===== config.mk =====
export PLATFORM = sky130hd
export DESIGN_NAME = serial_subtractor
export DESIGN_NICKNAME = d
export VERILOG_FILES = /design/src/rtl/alu_pkg.sv /design/src/rtl/full_sub_bit.sv /design/src/rtl/serial_subtractor.sv
export SDC_FILE = /design/constraint.sdc
export NUM_CORES = 1
export LEC_CHECK = 0
export BUFFER_PORTS_ARGS = -buffer_cell sky130_fd_sc_hd__buf_2
export CAP_MARGIN = 20
export CORE_MARGIN = 5
export CORE_UTILIZATION = 34
export DETAILED_ROUTE_END_ITERATION = 12
export PLACE_DENSITY_LB_ADDON = 0.12
export REMOVE_ABC_BUFFERS = 1
export SLEW_MARGIN = 20
export SYNTH_ARGS = -nofsm -noshare
export SYNTH_HDL_FRONTEND = slang
export SYNTH_HIERARCHICAL = 1
export SYNTH_SLANG_ARGS = --single-unit

===== constraint.sdc =====
create_clock -name clk -period 1.4 [get_ports clk]
set_input_delay 0.14 -clock clk [delete_from_list [all_inputs] [get_ports clk]]
set_output_delay 0.14 -clock clk [all_outputs]
set_load 0.03 [all_outputs]

===== src/rtl/alu_pkg.sv =====
`default_nettype none
// ============================================================================
// Module   : alu_pkg
// Brief    : Shared constants and state encodings for the lab ALU datapath.
// Revision : 1.0 - initial release
// ============================================================================
package alu_pkg;

    localparam int ALU_W = 8;

    typedef enum logic [1:0] {
        S_IDLE  = 2'd0,
        S_SHIFT = 2'd1,
        S_DONE  = 2'd2
    } state_t;

endpackage : alu_pkg
`default_nettype wire


===== src/rtl/full_sub_bit.sv =====
`default_nettype none
// ============================================================================
// Module   : full_sub_bit
// Brief    : Gate-level 1-bit full subtractor, x - y - bin.
// Revision : 1.0 - initial release
// ============================================================================
module full_sub_bit (
    input  logic x,
    input  logic y,
    input  logic bin,
    output logic d,
    output logic bout
);

    logic w_xy;

    assign w_xy = x ^ y;
    assign d    = w_xy ^ bin;
    // Borrow when y exceeds x, or when they match and a borrow ripples through.
    assign bout = (~x & y) | (~w_xy & bin);

endmodule : full_sub_bit
`default_nettype wire


===== src/rtl/serial_subtractor.sv =====
`default_nettype none
// ============================================================================
// Module   : serial_subtractor
// Brief    : Bit-serial two's-complement subtractor (A - B), LSB first, with
//            start/busy/done handshake and borrow/overflow/zero flags.
// Revision : 1.0 - initial release
// ============================================================================
module serial_subtractor
    import alu_pkg::*;
#(
    parameter int WIDTH = ALU_W
) (
    input  logic             clk,
    input  logic             rst_n,
    input  logic             start,
    input  logic [WIDTH-1:0] a,
    input  logic [WIDTH-1:0] b,
    output logic             busy,
    output logic             done,
    output logic [WIDTH-1:0] diff,
    output logic             bout,
    output logic             ovf,
    output logic             zero
);

    localparam int                c_cnt_w = $clog2(WIDTH) + 1;
    localparam logic [c_cnt_w-1:0] c_last = c_cnt_w'(WIDTH - 1);

    state_t             r_state;
    state_t             w_state_nxt;
    logic [WIDTH-1:0]   r_a_sr;
    logic [WIDTH-1:0]   r_b_sr;
    logic [WIDTH-1:0]   r_res_sr;
    logic               r_brw;
    logic [c_cnt_w-1:0] r_cnt;
    logic               r_a_msb;
    logic               r_b_msb;
    logic [WIDTH-1:0]   r_diff;
    logic               r_bout;
    logic               r_ovf;
    logic               r_zero;

    logic               w_d;
    logic               w_brw_nxt;
    logic [WIDTH-1:0]   w_res_nxt;

    full_sub_bit u_cell (
        .x    (r_a_sr[0]),
        .y    (r_b_sr[0]),
        .bin  (r_brw),
        .d    (w_d),
        .bout (w_brw_nxt)
    );

    // Concatenate-then-shift keeps the insert-at-MSB form legal for WIDTH=1.
    assign w_res_nxt = WIDTH'({w_d, r_res_sr} >> 1);

    always_comb begin
        w_state_nxt = r_state;
        case (r_state)
            S_IDLE:  if (start) w_state_nxt = S_SHIFT;
            S_SHIFT: if (r_cnt == c_last) w_state_nxt = S_DONE;
            S_DONE:  w_state_nxt = S_IDLE;
            default: w_state_nxt = S_IDLE;
        endcase
    end

    always_ff @(posedge clk) begin
        if (!rst_n) begin
            r_state  <= S_IDLE;
            r_a_sr   <= '0;
            r_b_sr   <= '0;
            r_res_sr <= '0;
            r_brw    <= 1'b0;
            r_cnt    <= '0;
            r_a_msb  <= 1'b0;
            r_b_msb  <= 1'b0;
            r_diff   <= '0;
            r_bout   <= 1'b0;
            r_ovf    <= 1'b0;
            r_zero   <= 1'b0;
        end else begin
            r_state <= w_state_nxt;
            case (r_state)
                S_IDLE: begin
                    if (start) begin
                        r_a_sr   <= a;
                        r_b_sr   <= b;
                        r_res_sr <= '0;
                        r_brw    <= 1'b0;
                        r_cnt    <= '0;
                        r_a_msb  <= a[WIDTH-1];
                        r_b_msb  <= b[WIDTH-1];
                    end
                end
                S_SHIFT: begin
                    r_a_sr   <= r_a_sr >> 1;
                    r_b_sr   <= r_b_sr >> 1;
                    r_res_sr <= w_res_nxt;
                    r_brw    <= w_brw_nxt;
                    r_cnt    <= r_cnt + 1'b1;
                    // Flags are captured from the final-bit values so they are
                    // already valid in the DONE cycle.
                    if (r_cnt == c_last) begin
                        r_diff <= w_res_nxt;
                        r_bout <= w_brw_nxt;
                        r_ovf  <= (r_a_msb != r_b_msb) && (w_res_nxt[WIDTH-1] != r_a_msb);
                        r_zero <= (w_res_nxt == '0);
                    end
                end
                default: ;
            endcase
        end
    end

    assign busy = (r_state == S_SHIFT);
    assign done = (r_state == S_DONE);
    assign diff = r_diff;
    assign bout = r_bout;
    assign ovf  = r_ovf;
    assign zero = r_zero;

endmodule : serial_subtractor
`default_nettype wire


==> results of run 1 <==
state kept, by name, indices dropped and copies added (netlist names):
register and flops:
diff 8, r_a_sr 8, r_b_sr 8, r_res_sr 7
r_cnt 4, r_state 2, bout 1, ovf 1
r_a_msb 1, r_b_msb 1, r_brw 1, zero 1
through the flow:
| step | TNS, ns | hold slack, ns | worst slack [ns] | cell area [um^2] | power [uW] |
|---|---|---|---|---|---|
| detailed placement | -0.171 | 0.422 | -0.126 | 2140 | 1670 |
| global placement | -0.0996 | 0.423 | -0.0930 | 2140 | 1670 |
| finish | -0.117 | 0.113 | -0.117 | 2350 | 2550 |
| CTS | -0.107 | 0.105 | -0.0718 | 2300 | 2570 |
| floorplan | -1.44 | 0.264 | -0.138 | 1740 | 1520 |
| global route | -0.333 | 0.138 | -0.203 | 2350 | 2680 |
cell families after synthesis:
family | count (synthesis) | share of synthesized area (%)
AND/OR/NAND/NOR | 62 | 17.4
flip-flops | 43 | 47.1
multiplexers | 1 | 0.547
AO/OA/AOI/OAI | 72 | 26.9
buffers and inverters | 23 | 6.36
adder cells (fa/ha/maj) | 2 | 1.78
layer usage:
metal | vias up | track usage (%) | part of all wire (%)
li1 | 834 | - | -
met1 | 765 | 19.2 | 51
met2 | 22 | 17.7 | 44
met3 | 5 | 3.86 | 3.4
met4 | 0 | 4.01 | 1.3
met5 | - | 0 | 0
worst max-delay path, delay by kind of cell (launching register included):
family / cells / cell delay, ns
compound gates: 2 / 0.28
fa+ha+maj: 1 / 0.60
buf+inv: 1 / 0.04
flops: 1 / 0.34
simple gates: 1 / 0.18
cell usage in the layout, fill, tap and decap left out, types with 2 or more instances in the layout:
cell / synthesis / final
a21oi_1: 26 / 25
nor2_1: 27 / 27
inv_1: 4 / 2
inv_2: 2 / 4
nand3_1: 10 / 10
a22oi_1: 9 / 8
o221ai_1: 6 / 6
dfxtp_1: 43 / 39
buf_6: 2 / 2
o2bb2ai_1: 2 / 2
buf_4: 1 / 20
buf_12: 0 / 2
nand2_1: 6 / 6
nand4_1: 2 / 2
buf_2: 8 / 29
o21ai_0: 18 / 18
o221ai_2: 6 / 6
nor3_1: 2 / 2
dfxtp_2: 0 / 3
nor4_1: 2 / 2
clkbuf_8: 0 / 7
or3b_2: 6 / 6
worst min path at each step:
| stage | from | endpoint | slack [ns] | depth (start not counted) |
|---|---|---|---|---|
| 2_1_floorplan | rst_n | r_a_sr[0] | 0.26 | 2 |
| 3_3_place_gp | b[7] | r_b_msb | 0.42 | 3 |
| 3_5_place_dp | b[7] | r_b_msb | 0.42 | 3 |
| 4_1_cts | b[7] | r_b_msb | 0.11 | 3 |
| 5_1_grt | b[7] | r_b_msb | 0.14 | 3 |
| 6_report | b[7] | r_b_msb | 0.11 | 3 |
power by group through the flow:
| stage | Sequential (uW) | Clock, uW | Combinational, uW |
|---|---|---|---|
| floorplan | 1340 | 0 | 178 |
| global placement | 1340 | 0 | 325 |
| detailed placement | 1340 | 0 | 326 |
| CTS | 1320 | 900 | 353 |
| global route | 1320 | 954 | 407 |
| finish | 1320 | 870 | 366 |
layout make-up:
cell class                 count  area share [%]
tap                           70            3.72
inverter                       7            1.22
timing repair buffer          54            16.6
sequential                    43            36.9
multi-input combinational    137            37.3
clock buffer                   8            4.25
repair_timing:
action / CTS / global route
gates cloned: 1 / 0
endpoints found under the setup margin: 5 / 13
pin swaps: 3 / 3
endpoints found under the hold margin: 0 / 0
resized for setup: 9 / 11
setup buffers: 0 / 4
==> implementation parameters, run 1 <==
Parameter                              Value

Placement
  RD Place Congestion ... 0.718
  DP Wirelength ... 2920 um
  Placed cell count ... approximately 310
  Buffers on Ports ... 31

Setup path
  Worst R2R Path Depth ... 5
  Critical path startpoint category ... flop
  Slowest cell on crit path ... fa_2
  Type of destination of the critical path ... flop
  Reg2reg start ... r_b_sr[0]
  Arrival time at the worst endpoint ... approximately 1.7 ns
  Sequence of cells on the critical path ... inv_2 -> fa_2 -> and3b_1 -> a21oi_2 -> a311oi_2
  Worst stage delay on the critical path ... roughly 0.6 ns
  Crit path kind ... flop to flop
  Worst setup path endpoint ... ovf
  R2r endpoint ... ovf
  Required time worst endpoint ... 1.61 ns
  Maximum net fanout on the critical path ... 4
  Launching element of the worst setup path ... r_b_sr[0]
  Reg-to-reg slack, setup ... -0.12 ns

Finish
  Layout Utilization ... 45.5%
  Net total in the final layout ... between 200 and 300
  Area of combinational cells with multiple inputs ... 878 um^2
  Antenna Diode Count ... 0
  Register cell area after layout ... 868 um^2
  Layout cell share with drive strength beyond 1 ... 36.1%
  Final-layout fill cell count ... around 530
  Area growth from synthesis to final layout ... 28.7%
  Post-Layout Cell Count ... between 300 and 400

Clock tree
  Maximum root-to-sink buffer count ... 2
  H-Tree Level Count ... 2
  CTS Root Cell ... clkbuf_8
  Clk_lat worst skew ... 0.29 ns
  TritonCTS clock tree ... done
  Hold_buf cts ... 0
  Clock transition at the registers of the reported paths ... approximately 0.080 ns
  Num CTS Buffers ... 5
  CTS sink cnt ... 43

Global routing
  First-pass GRT wire length ... 7420 um
  GRT Util Overall ... about 13%
  Vias in the first global route ... 1453
  Maximum number of pins on one net before global-route repair ... 29
  Initial antenna violation count ... 0
  Total congestion overflow after global routing ... 0

Pwr
  Int Pwr ... around 1900 uW
  Combinational Power Share ... around 14%
  Sw frac ... about a quarter
  Sequential group share of total power ... between 50% and 60%
  Leakage dissipation ... between 0.0009 and 0.001 uW
  Switching component of the power ... about 640 uW
  Max rail drop VDD ... about 0.52 mV
  Clock share of power ... between 30% and 40%
  Pwr/cell area ... around 1100 mW/mm^2

Floorplanning
  Vert. Die Dim ... between 80 and 90 um
  Floorplan core area ... approximately 0.0052 mm^2
  Die Area ... between 0.006 and 0.007 mm^2
  Row count ... 26
  Chip width ... 83.4 um
  Starting density of the core ... between 30% and 40%
  # IOs ... 32

Drt
  Final routed wire length divided by cell count ... approximately 14 um
  DRC violation total after the first TritonRoute iteration ... 68
  Total routed wirelength ... between 4000 and 5000 um
  Number of iterations in the first detailed-routing pass ... 4
  DRC violation count after routing ... 0
  Total vias in the final route ... around 1.6k
  Remaining number of nets flagged by the antenna check after routing ... 0
  Post-DR vias/cell ... between 5 and 6

Synth
  Proportion of netlist area held by the largest area contributor ... roughly 47%
  Dominant cell type by area after synthesis ... dfxtp_1
  Synth top area cells ... dfxtp_1, a21oi_1, nor2_1
  Flops & latches, synth ... 43
  Leading cell type by number of instances after synthesis ... dfxtp_1
  Number of warnings issued by yosys ... 6
  Netlist area before placement ... around 0.0018 mm^2
  Avg Inst Size Synth ... roughly 9 um^2
  Number of synthesized flops with an enable pin ... 0
  Cells after synthesis ... between 200 and 250
  Most instantiated cells after synthesis ... dfxtp_1, nor2_1, a21oi_1
  Fraction of registers with async set or reset after synthesis ... 0%
  Share of the yosys chip area belonging to registers ... roughly 47%
  Top FF cell, synth ... dfxtp_1
  Number of distinct standard cells referenced by the synthesized netlist ... 37

Status
  Result of the run ... finished, violations left
  Violated checks ... setup timing

Run
  Count of maximum capacitance violations ... 0

Timing
  Final worst path period share ... 108%
  Fin crit period ... roughly 1.5 ns
  Setup-violating endpoint count in the final report ... 1
  Crit path setup slack, layout ... -0.117 ns
  Final number of hold-violating endpoints ... 0
  Number of slew-limit violations in the final report ... 0
  Highest clock rate ... ~660 MHz
  Setup repair after global routing missed its margin ... yes
  Slew @ Worst Pin ... around 0.48 ns
  Slew headroom ... between 60% and 70%
  Clock tree skew after final layout ... 0.00666 ns

Worst hold path
  Worst hold-check path type ... input pin to flop
Note: power is estimated with default switching activity, not from simulation.
==> run 2, diff against run 1 <==
- clock period: 1.4 -> 1.23 ns (I/O delays scaled with it)
==> run 2 against run 1 <==
Net effect:
- the run still ends with setup timing left
- combinational power up 43%
- critical path type unchanged
- register-to-register slack lost 0.09 ns
- worst setup slack got worse by 0.089 ns
- highest routed layer unchanged
- cell count rose by 2.2%
- cell area up 11%
- total power up 23%
- sequential share of layout area down 3.5 points
- critical endpoint unchanged
- routed wire length increased by 2.8%
- clock skew hardly changed
- clock power grew 28%
- utilization is 4.9 points higher
==> implementation parameters, run 2 (synthesis results as in run 1) <==
Parameter                              Value

Pwr
  Sw frac ... 25.3% (+0.080 points)
  Clock share of power ... 35.4% (+1.3 points)
  Int Pwr ... 2340 uW (+23%)
  Max rail drop VDD ... 0.617 mV (+19%)
  Switching component of the power ... 795 uW (+23%)
  Pwr/cell area ... 1200 mW/mm^2 (+11%)
  Sequential group share of total power ... 47.9% (-3.7 points)
  Leakage dissipation ... 0.00104 uW (+9.3%)
  Combinational Power Share ... 16.7% (+2.4 points)

Clock tree
  Clk_lat worst skew ... 0.30 ns (about the same)
  Num CTS Buffers ... 5 (unchanged)
  CTS Root Cell ... clkbuf_8
  Clock transition at the registers of the reported paths ... 0.09 ns (about the same)
  Maximum root-to-sink buffer count ... 2 (unchanged)
  TritonCTS clock tree ... done
  H-Tree Level Count ... 2 (unchanged)
  CTS sink cnt ... 43 (unchanged)
  Hold_buf cts ... 0 (unchanged)

Worst hold path
  Start point of the worst min-delay path ... a[7]
  Worst hold-check path type ... input pin to flop

Drt
  Final routed wire length divided by cell count ... 13.8 um (+0.58%)
  Post-DR vias/cell ... 5.01 (-1.7%)
  Remaining number of nets flagged by the antenna check after routing ... 0 (unchanged)
  Number of iterations in the first detailed-routing pass ... 4 (unchanged)
  Total routed wirelength ... 4500 um (+2.8%)
  DRC violation total after the first TritonRoute iteration ... 91 (+34%)
  Total vias in the final route ... 1634 (+0.49%)
  DRC violation count after routing ... 0 (unchanged)

Placement
  Cell area reported after detailed placement ... 0.00222 mm^2 (+3.5%)
  Pre-CTS worst setup slack ... -0.277 ns (-0.150 ns)
  DP Wirelength ... 3020 um (+3.6%)
  Buffers on Ports ... 31 (unchanged)
  RD Place Congestion ... 0.709 (-1.3%)

Setup path
  Sequence of cells on the critical path ... inv_2 -> fa_2 -> and3b_1 -> a21oi_1 -> a311oi_1
  Type of destination of the critical path ... flop
  Reg2reg start ... r_brw
  Launching element of the worst setup path ... r_brw
  Required time worst endpoint ... 1.45 ns (-0.16 ns)
  Crit path kind ... flop to flop
  Critical path startpoint category ... flop
  Slowest cell on crit path ... fa_2
  Arrival time at the worst endpoint ... 1.65 ns (-0.08 ns)
  Worst stage delay on the critical path ... 0.59 ns (about the same)
  Maximum net fanout on the critical path ... 4 (unchanged)

Floorplanning
  Chip width ... 83.4 um (unchanged)
  Starting density of the core ... 35.4% (unchanged)
  Die Area ... 0.00695 mm^2 (unchanged)
  Floorplan core area ... 0.00517 mm^2 (unchanged)
  Vert. Die Dim ... 83.4 um (unchanged)
  Row count ... 26 (unchanged)
  # IOs ... 32 (unchanged)

Timing
  Final worst path period share ... 117% (+8.4 points)
  Number of slew-limit violations in the final report ... 0 (unchanged)
  Final total negative setup slack ... -0.677 ns (-0.560 ns)
  Fin crit period ... 1.44 ns (-0.0806 ns)
  Highest clock rate ... 696 MHz (+5.6%)
  Clock tree skew after final layout ... 0.00711 ns (+0.000450 ns)
  Crit path setup slack, layout ... -0.206 ns (-0.0894 ns)
  Slew headroom ... 80.5% (+12 points)
  Final hold slack ... 0.0998 ns (-0.0132 ns)
  Slew @ Worst Pin ... 0.292 ns (-0.184 ns)
  Setup repair after global routing missed its margin ... yes
  Final number of hold-violating endpoints ... 0 (unchanged)
  Setup-violating endpoint count in the final report ... 5 (+4)

Global routing
  Initial antenna violation count ... 0 (unchanged)
  Maximum number of pins on one net before global-route repair ... 17 (-41%)
  GRT Util Overall ... 13.3% (+0.31 points)
  Vias in the first global route ... 1559 (+7.3%)
  First-pass GRT wire length ... 7490 um (+0.84%)
  Total congestion overflow after global routing ... 0 (unchanged)

Finish
  Most common cell after layout, fill and taps aside ... dfxtp_1
  Commonest cells after routing, fill and taps aside ... dfxtp_1, buf_2, nor2_1
  Net total in the final layout ... 276 (+2.6%)
  Area growth from synthesis to final layout ... 42.5%
  Antenna Diode Count ... 0 (unchanged)
  Layout cell share with drive strength beyond 1 ... 42.6% (+6.4 points)
  Post-layout instance area ... 0.00261 mm^2 (+11%)

Run
  Count of maximum capacitance violations ... 0 (unchanged)

Status
  Violated checks ... setup timing
  Result of the run ... finished, violations left
## run 2: changes by cell type in the layout (fill, tap and decap cells not counted), moves of 5 or more
cell	before	now
buf_4	20	15
o21ai_0	18	6
o21ai_1	0	10
or3b_2	6	0
or3b_4	0	7
## run 2: timing repair
item                       in CTS  in global routing
gates resized for setup        27                 39
gates cloned                    1                  0
pin swaps                      14                 13
setup endpoints to repair      26                 34
setup buffers                   4                  2
## run 2: through the flow
stage / total power, uW / util (%) / std cells
after floorplan: 1730 / - / 187
after global placement: 1940 / 42.9 / 311
after detailed placement: 1940 / 42.9 / 311
after CTS: 3130 / 48.0 / 324
after global routing: 3290 / 50.4 / 326
final: 3140 / 50.4 / 326
## run 2: worst paths after layout
path | to | slack [ns] | depth (start not counted)
min reg2reg | diff[3] | 0.48 | 2
max | ovf | -0.21 | 5
max reg2reg | ovf | -0.21 | 5
min | r_a_msb | 0.1 | 3
## run 2: routing by layer
metal	vias up	global-route usage, %	wire length, um
met5	-	0	0
met4	0	4.46	55
met3	6	3.56	134
met2	21	20.4	2110
met1	761	17.8	2200
li1	846	-	-
## run 2: area by class of cell
type	instances	area [um^2]
Sequential cell	43	870
Fill cell	500	2560
Timing Repair Buffer	61	538
Inverter	7	36.3
Clock inverter	3	43.8
Multi-Input combinational cell	137	963
Tap cell	70	87.6
Clock buffer	5	68.8
## run 2: power groups by stage
stage	combinational, uW	clock (uW)	sequential (uW)
finish	523	1110	1500
global placement	407	0	1530
global route	576	1200	1510
detailed placement	410	0	1530
CTS	484	1150	1500
floorplan	203	0	1520
## run 2: worst max-delay path, delay by kind of cell (launching register included)
family	cells	cell delay, ns
AOI/OAI and AO/OA	2	0.23
adders and majority gates	1	0.59
buffers and inverters	1	0.04
DFF	1	0.34
and+or+nand+nor	1	0.15
